File: config.mk
export PLATFORM = sky130hd
export DESIGN_NAME = spi_xfer
export DESIGN_NICKNAME = d
export VERILOG_FILES = /design/src/rtl/spi_pkg.sv /design/src/rtl/spi_xfer.sv
export SDC_FILE = /design/constraint.sdc
export NUM_CORES = 1
export LEC_CHECK = 0
export BUFFER_PORTS_ARGS = -buffer_cell sky130_fd_sc_hd__buf_2
export CAP_MARGIN = 25
export CORE_MARGIN = 2
export CORE_UTILIZATION = 59
export DETAILED_ROUTE_END_ITERATION = 8
export HOLD_SLACK_MARGIN = 0.15
export PLACE_DENSITY = 0.88
export SLEW_MARGIN = 20
export SYNTH_ARGS = -nofsm -noshare
export SYNTH_HDL_FRONTEND = slang
export SYNTH_SLANG_ARGS = --single-unit
File: constraint.sdc
create_clock -name clk -period 4.5 [get_ports clk]
set_input_delay 0.9 -clock clk [delete_from_list [all_inputs] [get_ports clk]]
set_output_delay 0.9 -clock clk [all_outputs]
set_load 0.05 [all_outputs]
File: src/rtl/spi_pkg.sv
// Shared definitions for the SPI master slice.
//   SPI_DATA_W        default transfer word width
//   spi_xfer_state_t  transfer controller state encoding
package spi_pkg;

  localparam int SPI_DATA_W = 8;

  typedef enum logic [1:0] {
    IDLE  = 2'd0,
    SETUP = 2'd1,
    SHIFT = 2'd2,
    HOLD  = 2'd3
  } spi_xfer_state_t;

endpackage

File: src/rtl/spi_xfer.sv
// SPI mode 0 transfer controller. Drives the SCK generator enable, consumes
// its rise/fall strobes, serialises tx_data on mosi and deserialises miso.
// Optional build macro SPI_XFER_LSB_FIRST_EN selects LSB-first bit order;
// the default build is MSB-first.
//
// Ports:
//   clk, rst          clock, synchronous active-high reset
//   start, tx_data    one-cycle request and word to send (sampled in IDLE)
//   rx_data, done     received word and its one-cycle update pulse
//   busy              transfer in progress
//   sck_en            enable to the SCK generator
//   sck_rise/sck_fall strobes from the SCK generator
//   ss_n, mosi, miso  SPI bus
//
// state | meaning
// IDLE  | ss_n high, waiting for start
// SETUP | ss_n low, first mosi bit settling before SCK runs
// SHIFT | SCK running: sample on rise, advance mosi on fall
// HOLD  | SCK stopped, ss_n still low for one cycle before release
module spi_xfer
  import spi_pkg::*;
#(
  parameter int DATA_W = SPI_DATA_W
) (
  input  logic              clk,
  input  logic              rst,
  input  logic              start,
  input  logic [DATA_W-1:0] tx_data,
  output logic [DATA_W-1:0] rx_data,
  output logic              busy,
  output logic              done,
  output logic              sck_en,
  input  logic              sck_rise,
  input  logic              sck_fall,
  output logic              ss_n,
  output logic              mosi,
  input  logic              miso
);

  localparam int CW = $clog2(DATA_W + 1);
  localparam logic [CW-1:0] CNT_LAST = CW'(DATA_W);

  spi_xfer_state_t   state_q, state_d;
  logic [DATA_W-1:0] tx_sh_q, tx_sh_d;
  logic [DATA_W-1:0] rx_sh_q, rx_sh_d;
  logic [DATA_W-1:0] rx_data_q, rx_data_d;
  logic [CW-1:0]     bit_cnt_q, bit_cnt_d;
  logic              ss_n_q, ss_n_d;
  logic              sck_en_q, sck_en_d;
  logic              busy_q, busy_d;
  logic              done_q, done_d;
  logic              mosi_q, mosi_d;

  always_ff @(posedge clk) begin
    if (rst) begin
      state_q   <= IDLE;
      tx_sh_q   <= '0;
      rx_sh_q   <= '0;
      rx_data_q <= '0;
      bit_cnt_q <= '0;
      ss_n_q    <= 1'b1;
      sck_en_q  <= 1'b0;
      busy_q    <= 1'b0;
      done_q    <= 1'b0;
      mosi_q    <= 1'b0;
    end else begin
      state_q   <= state_d;
      tx_sh_q   <= tx_sh_d;
      rx_sh_q   <= rx_sh_d;
      rx_data_q <= rx_data_d;
      bit_cnt_q <= bit_cnt_d;
      ss_n_q    <= ss_n_d;
      sck_en_q  <= sck_en_d;
      busy_q    <= busy_d;
      done_q    <= done_d;
      mosi_q    <= mosi_d;
    end
  end

  always_comb begin
    state_d   = state_q;
    tx_sh_d   = tx_sh_q;
    rx_sh_d   = rx_sh_q;
    rx_data_d = rx_data_q;
    bit_cnt_d = bit_cnt_q;
    ss_n_d    = ss_n_q;
    sck_en_d  = sck_en_q;
    busy_d    = busy_q;
    done_d    = 1'b0;
    mosi_d    = mosi_q;

    case (state_q)
      IDLE: begin
        ss_n_d   = 1'b1;
        sck_en_d = 1'b0;
        if (start) begin
          tx_sh_d   = tx_data;
          bit_cnt_d = '0;
          ss_n_d    = 1'b0;
          busy_d    = 1'b1;
`ifdef SPI_XFER_LSB_FIRST_EN
          mosi_d    = tx_data[0];
`else
          mosi_d    = tx_data[DATA_W-1];
`endif
          state_d   = SETUP;
        end
      end

      SETUP: begin
        sck_en_d = 1'b1;
        state_d  = SHIFT;
      end

      SHIFT: begin
        // Rise wins if both strobes ever arrive together.
        if (sck_rise) begin
`ifdef SPI_XFER_LSB_FIRST_EN
          rx_sh_d = {miso, rx_sh_q[DATA_W-1:1]};
`else
          rx_sh_d = {rx_sh_q[DATA_W-2:0], miso};
`endif
          if (bit_cnt_q != CNT_LAST) bit_cnt_d = bit_cnt_q + CW'(1);
        end else if (sck_fall) begin
          if (bit_cnt_q == CNT_LAST) begin
            sck_en_d = 1'b0;
            state_d  = HOLD;
          end else begin
            // Rotate rather than zero-fill: the wrapped bit is never sent,
            // and every register bit stays live.
`ifdef SPI_XFER_LSB_FIRST_EN
            tx_sh_d = {tx_sh_q[0], tx_sh_q[DATA_W-1:1]};
            mosi_d  = tx_sh_q[1];
`else
            tx_sh_d = {tx_sh_q[DATA_W-2:0], tx_sh_q[DATA_W-1]};
            mosi_d  = tx_sh_q[DATA_W-2];
`endif
          end
        end
      end

      HOLD: begin
        rx_data_d = rx_sh_q;
        done_d    = 1'b1;
        busy_d    = 1'b0;
        ss_n_d    = 1'b1;
        state_d   = IDLE;
      end

      default: state_d = IDLE;
    endcase
  end

  assign rx_data = rx_data_q;
  assign busy    = busy_q;
  assign done    = done_q;
  assign sck_en  = sck_en_q;
  assign ss_n    = ss_n_q;
  assign mosi    = mosi_q;

endmodule

==> impl_metrics.prom <==
# TYPE chip_impl_metric gauge
chip_impl_metric{name="htree_num_levels",unit=""} 2
chip_impl_metric{name="max_freq",unit="MHz"} 388
chip_impl_metric{name="synth.ff_latch_count",unit=""} 34
chip_impl_metric{name="synth_enable_flop_cells",unit=""} 0
chip_impl_info{name="cts_root_buffer",value="sky130_fd_sc_hd__clkbuf_4"} 1
chip_impl_metric{name="wire_length_of_the_first_global_routing_pass",unit="mm"} 5.33
chip_impl_metric{name="vias",unit=""} 1296
chip_impl_metric{name="syn_warnings",unit=""} 0
chip_impl_metric{name="cts_resized",unit=""} 0
chip_impl_metric{name="critPathRequiredTime",unit="ns"} 4.74
chip_impl_info{name="ys.flop_type",value="sky130_fd_sc_hd__dfxtp_1"} 1
chip_impl_metric{name="firstDrtPassIters",unit=""} 4
chip_impl_metric{name="ioPinCount",unit=""} 27
chip_impl_metric{name="final_layout_size_suffix_gt1_share",unit="%"} 21.6
chip_impl_metric{name="ys_seq_area_share",unit="%"} 40.7
chip_impl_metric{name="numClockSinks",unit=""} 34
chip_impl_info{name="top_usage_layer",value="met2"} 1
chip_impl_info{name="type_of_origin_of_the_critical_path",value="flip-flop"} 1
chip_impl_metric{name="clockBufferDepth",unit=""} 2
chip_impl_metric{name="number_of_buffers_created_by_cts",unit=""} 5
chip_impl_info{name="yosys.area.top_type",value="sky130_fd_sc_hd__dfxtp_1"} 1
chip_impl_metric{name="initialDrtViolationCount",unit=""} 48
chip_impl_metric{name="post-route-min-period",unit="ns"} 2.58
chip_impl_metric{name="pin_count_of_the_biggest_net_entering_global_routing",unit=""} 47
chip_impl_metric{name="cts.hold.buffers_added",unit=""} 0
chip_impl_metric{name="antenna-diode-count",unit=""} 0
chip_impl_metric{name="post-route-worst-setup-slack",unit="ns"} 1.92
chip_impl_metric{name="clock_insertion_delay_worst_skew",unit="ns"} 0.35
chip_impl_metric{name="finish.net_count",unit=""} 221
chip_impl_metric{name="port_buffers",unit=""} 26
chip_impl_metric{name="fp.dieH",unit="um"} 57.2
chip_impl_metric{name="post_synthesis_instance_area",unit="um2"} 1670
chip_impl_metric{name="detailedPlacementHpwl",unit="mm"} 2.17
chip_impl_metric{name="routabilityCongestion",unit=""} 0.774
chip_impl_info{name="final_common_cell",value="sky130_fd_sc_hd__dfxtp_1"} 1
chip_impl_metric{name="setup_total_negative_slack",unit="ns"} 0
chip_impl_metric{name="worst_ep_arrival_time",unit="ns"} 2.82
chip_impl_metric{name="floorplan.core_area",unit="um2"} 2730
chip_impl_metric{name="finalSetupViolations",unit=""} 0
chip_impl_info{name="worst-setup-path-type",value="flip-flop to flip-flop"} 1
chip_impl_metric{name="fin_skew",unit="ns"} 0.00783
chip_impl_metric{name="synth_area_per_cell",unit="um2"} 9.49
chip_impl_metric{name="timing.max_slew.rel_slack",unit="%"} 47.5
chip_impl_info{name="cts_tree",value="yes"} 1
chip_impl_metric{name="report.final.slew_viol_count",unit=""} 0
chip_impl_info{name="outcome",value="completed"} 1
chip_impl_metric{name="dieArea",unit="um2"} 3270
chip_impl_metric{name="power_density",unit="nW/um2"} 548
chip_impl_info{name="leading_cell_types_in_the_layout_fill_and_taps_excluded",value="sky130_fd_sc_hd__dfxtp_1 (34), sky130_fd_sc_hd__buf_2 (26), sky130_fd_sc_hd__mux2i_1 (20)"} 1
chip_impl_metric{name="worst-path-max-fanout",unit=""} 17
chip_impl_info{name="synth.area.top_cells",value="sky130_fd_sc_hd__dfxtp_1 (41%), sky130_fd_sc_hd__mux2i_1 (12%), sky130_fd_sc_hd__mux2_4 (7.2%)"} 1
chip_impl_metric{name="first_global_vias",unit=""} 1234
chip_impl_metric{name="final_core_utilization",unit="%"} 68.3
chip_impl_metric{name="worst_pin_slew",unit="ns"} 0.787
chip_impl_metric{name="grt.overflow.total",unit=""} 0
chip_impl_metric{name="drt-vias-per-instance",unit=""} 5.63
chip_impl_metric{name="drv.max_cap_violation_count",unit=""} 0
chip_impl_metric{name="report.final.hold_viol_count",unit=""} 0
chip_impl_metric{name="yosys.area.top_type_share",unit="%"} 40.7
chip_impl_metric{name="postCtsSetupRepairBufs",unit=""} 0
chip_impl_metric{name="die_w",unit="um"} 57.2
chip_impl_metric{name="global_route.usage.met2",unit="%"} 35.8
chip_impl_info{name="class_of_the_most_critical_hold_timing_path",value="flip-flop to flip-flop"} 1
chip_impl_metric{name="regToRegSetupSlack",unit="ns"} 1.92
chip_impl_metric{name="min_period_over_period",unit="%"} 57.3
chip_impl_info{name="grt_setup_unrepaired",value="no"} 1
chip_impl_metric{name="gr-usage-all-layers",unit="%"} 21.5
chip_impl_metric{name="synth-async-reset-ratio",unit="%"} 0
chip_impl_metric{name="detail-route-antenna-nets",unit=""} 0
chip_impl_metric{name="synthesis.nets",unit=""} 198
chip_impl_metric{name="ir_drop",unit="mV"} 0.388
chip_impl_metric{name="area_growth",unit="%"} 11.8
chip_impl_metric{name="cellLeakagePower",unit="nW"} 0.785
chip_impl_metric{name="grt_met3_use",unit="%"} 6.58
chip_impl_info{name="critical_path.endpoint_type",value="flip-flop"} 1
chip_impl_metric{name="drcViolationCount",unit=""} 0
chip_impl_metric{name="yosys.cell_types.count",unit=""} 32
chip_impl_metric{name="core.rowCount",unit=""} 19
chip_impl_metric{name="syn_inst",unit=""} 176
chip_impl_metric{name="antenna_found_initial",unit=""} 0
chip_impl_metric{name="use_met1",unit="%"} 25.0
chip_impl_metric{name="dpl_worst_slack",unit="ns"} 1.96
chip_impl_metric{name="routed_wl",unit="mm"} 3.15
chip_impl_metric{name="wl_per_cell",unit="um"} 13.7
chip_impl_metric{name="clk_pin_slew",unit="ns"} 0.10
chip_impl_metric{name="floorplan.initialDensity",unit="%"} 61.1
registers in the layout (all words and copies together), names as in the netlist:
signal and flops:
sck_en 1, rx_sh_q 8, rx_data 8, tx_sh_q 8
done 1, bit_cnt_q 4, busy 1, ss_n 1
state_q 2
final timing paths:
kind	start	cells after the start	end
setup / recovery	state_q[0]	5	tx_sh_q[7]
hold / removal	rx_sh_q[5]	2	rx_sh_q[5]
setup reg to reg	state_q[0]	5	tx_sh_q[7]
hold reg to reg	rx_sh_q[5]	2	rx_sh_q[5]
power breakdown:
group | internal (mW) | switching (mW) | total (mW) | leakage [nW]
Clock | 0.129 | 0.103 | 0.232 | 0.0443
Sequential | 0.349 | 0.0323 | 0.381 | 0.276
Combinational | 0.188 | 0.222 | 0.410 | 0.464
Total | 0.666 | 0.357 | 1.02 | 0.785
critical path, cell delays in order, from the launching register on:
cell and delay [ns]:
sky130_fd_sc_hd__dfxtp_1 0.34, sky130_fd_sc_hd__inv_1 0.15, sky130_fd_sc_hd__ha_1 0.70, sky130_fd_sc_hd__mux2i_1 0.14, sky130_fd_sc_hd__or4_1 0.75, sky130_fd_sc_hd__mux2_4 0.38
Yosys cell counts, types with 2 or more instances:
master and number:
sky130_fd_sc_hd__dfxtp_1 34, sky130_fd_sc_hd__mux2i_1 20, sky130_fd_sc_hd__nand2_1 19, sky130_fd_sc_hd__nor2_1 18
sky130_fd_sc_hd__a21oi_1 13, sky130_fd_sc_hd__nor2b_1 12, sky130_fd_sc_hd__ha_1 8, sky130_fd_sc_hd__mux2_4 8
sky130_fd_sc_hd__clkbuf_1 6, sky130_fd_sc_hd__inv_1 5, sky130_fd_sc_hd__nand2b_1 5, sky130_fd_sc_hd__a211o_1 2
sky130_fd_sc_hd__a211oi_1 2, sky130_fd_sc_hd__a2bb2oi_1 2, sky130_fd_sc_hd__buf_1 2, sky130_fd_sc_hd__buf_6 2
sky130_fd_sc_hd__nand3b_1 2, sky130_fd_sc_hd__nand4_1 2
cell type report:
cell class	count	area [um2]
clock buffers	6	51.3
clock inverters	1	30.0
fillers	196	866
inverters	5	18.8
multi-input cells	127	918
flip-flops and latches	34	681
well taps	31	38.8
repair buffers	26	130
routing by layer:
layer  vias to the layer above  wire, um  share of wire [%]
met1                       613      1410                 45
met2                        32      1520                 48
li1                        643         -                  -
met4                         0        72                2.3
met3                         8       147                4.7
met5                         -         0                  0
logic make-up after synthesis:
kind of cell | Yosys count | synth area share (%)
simple gates | 66 | 20.0
flops | 34 | 40.7
mux | 29 | 19.9
compound gates | 24 | 9.14
buf+inv | 15 | 4.27
fa+ha+maj | 8 | 5.99
through the flow:
stage               instances  power [mW]  cell area (um2)  hold slack, ns
floorplan                 176       0.742             1670           0.436
global placement          223       0.778             1790           0.449
detailed placement        223       0.793             1790           0.468
CTS                       230        1.02             1870           0.482
global route              230        1.08             1870           0.501
finish                    230        1.02             1870           0.480
Power figures use the tool's default switching activity.
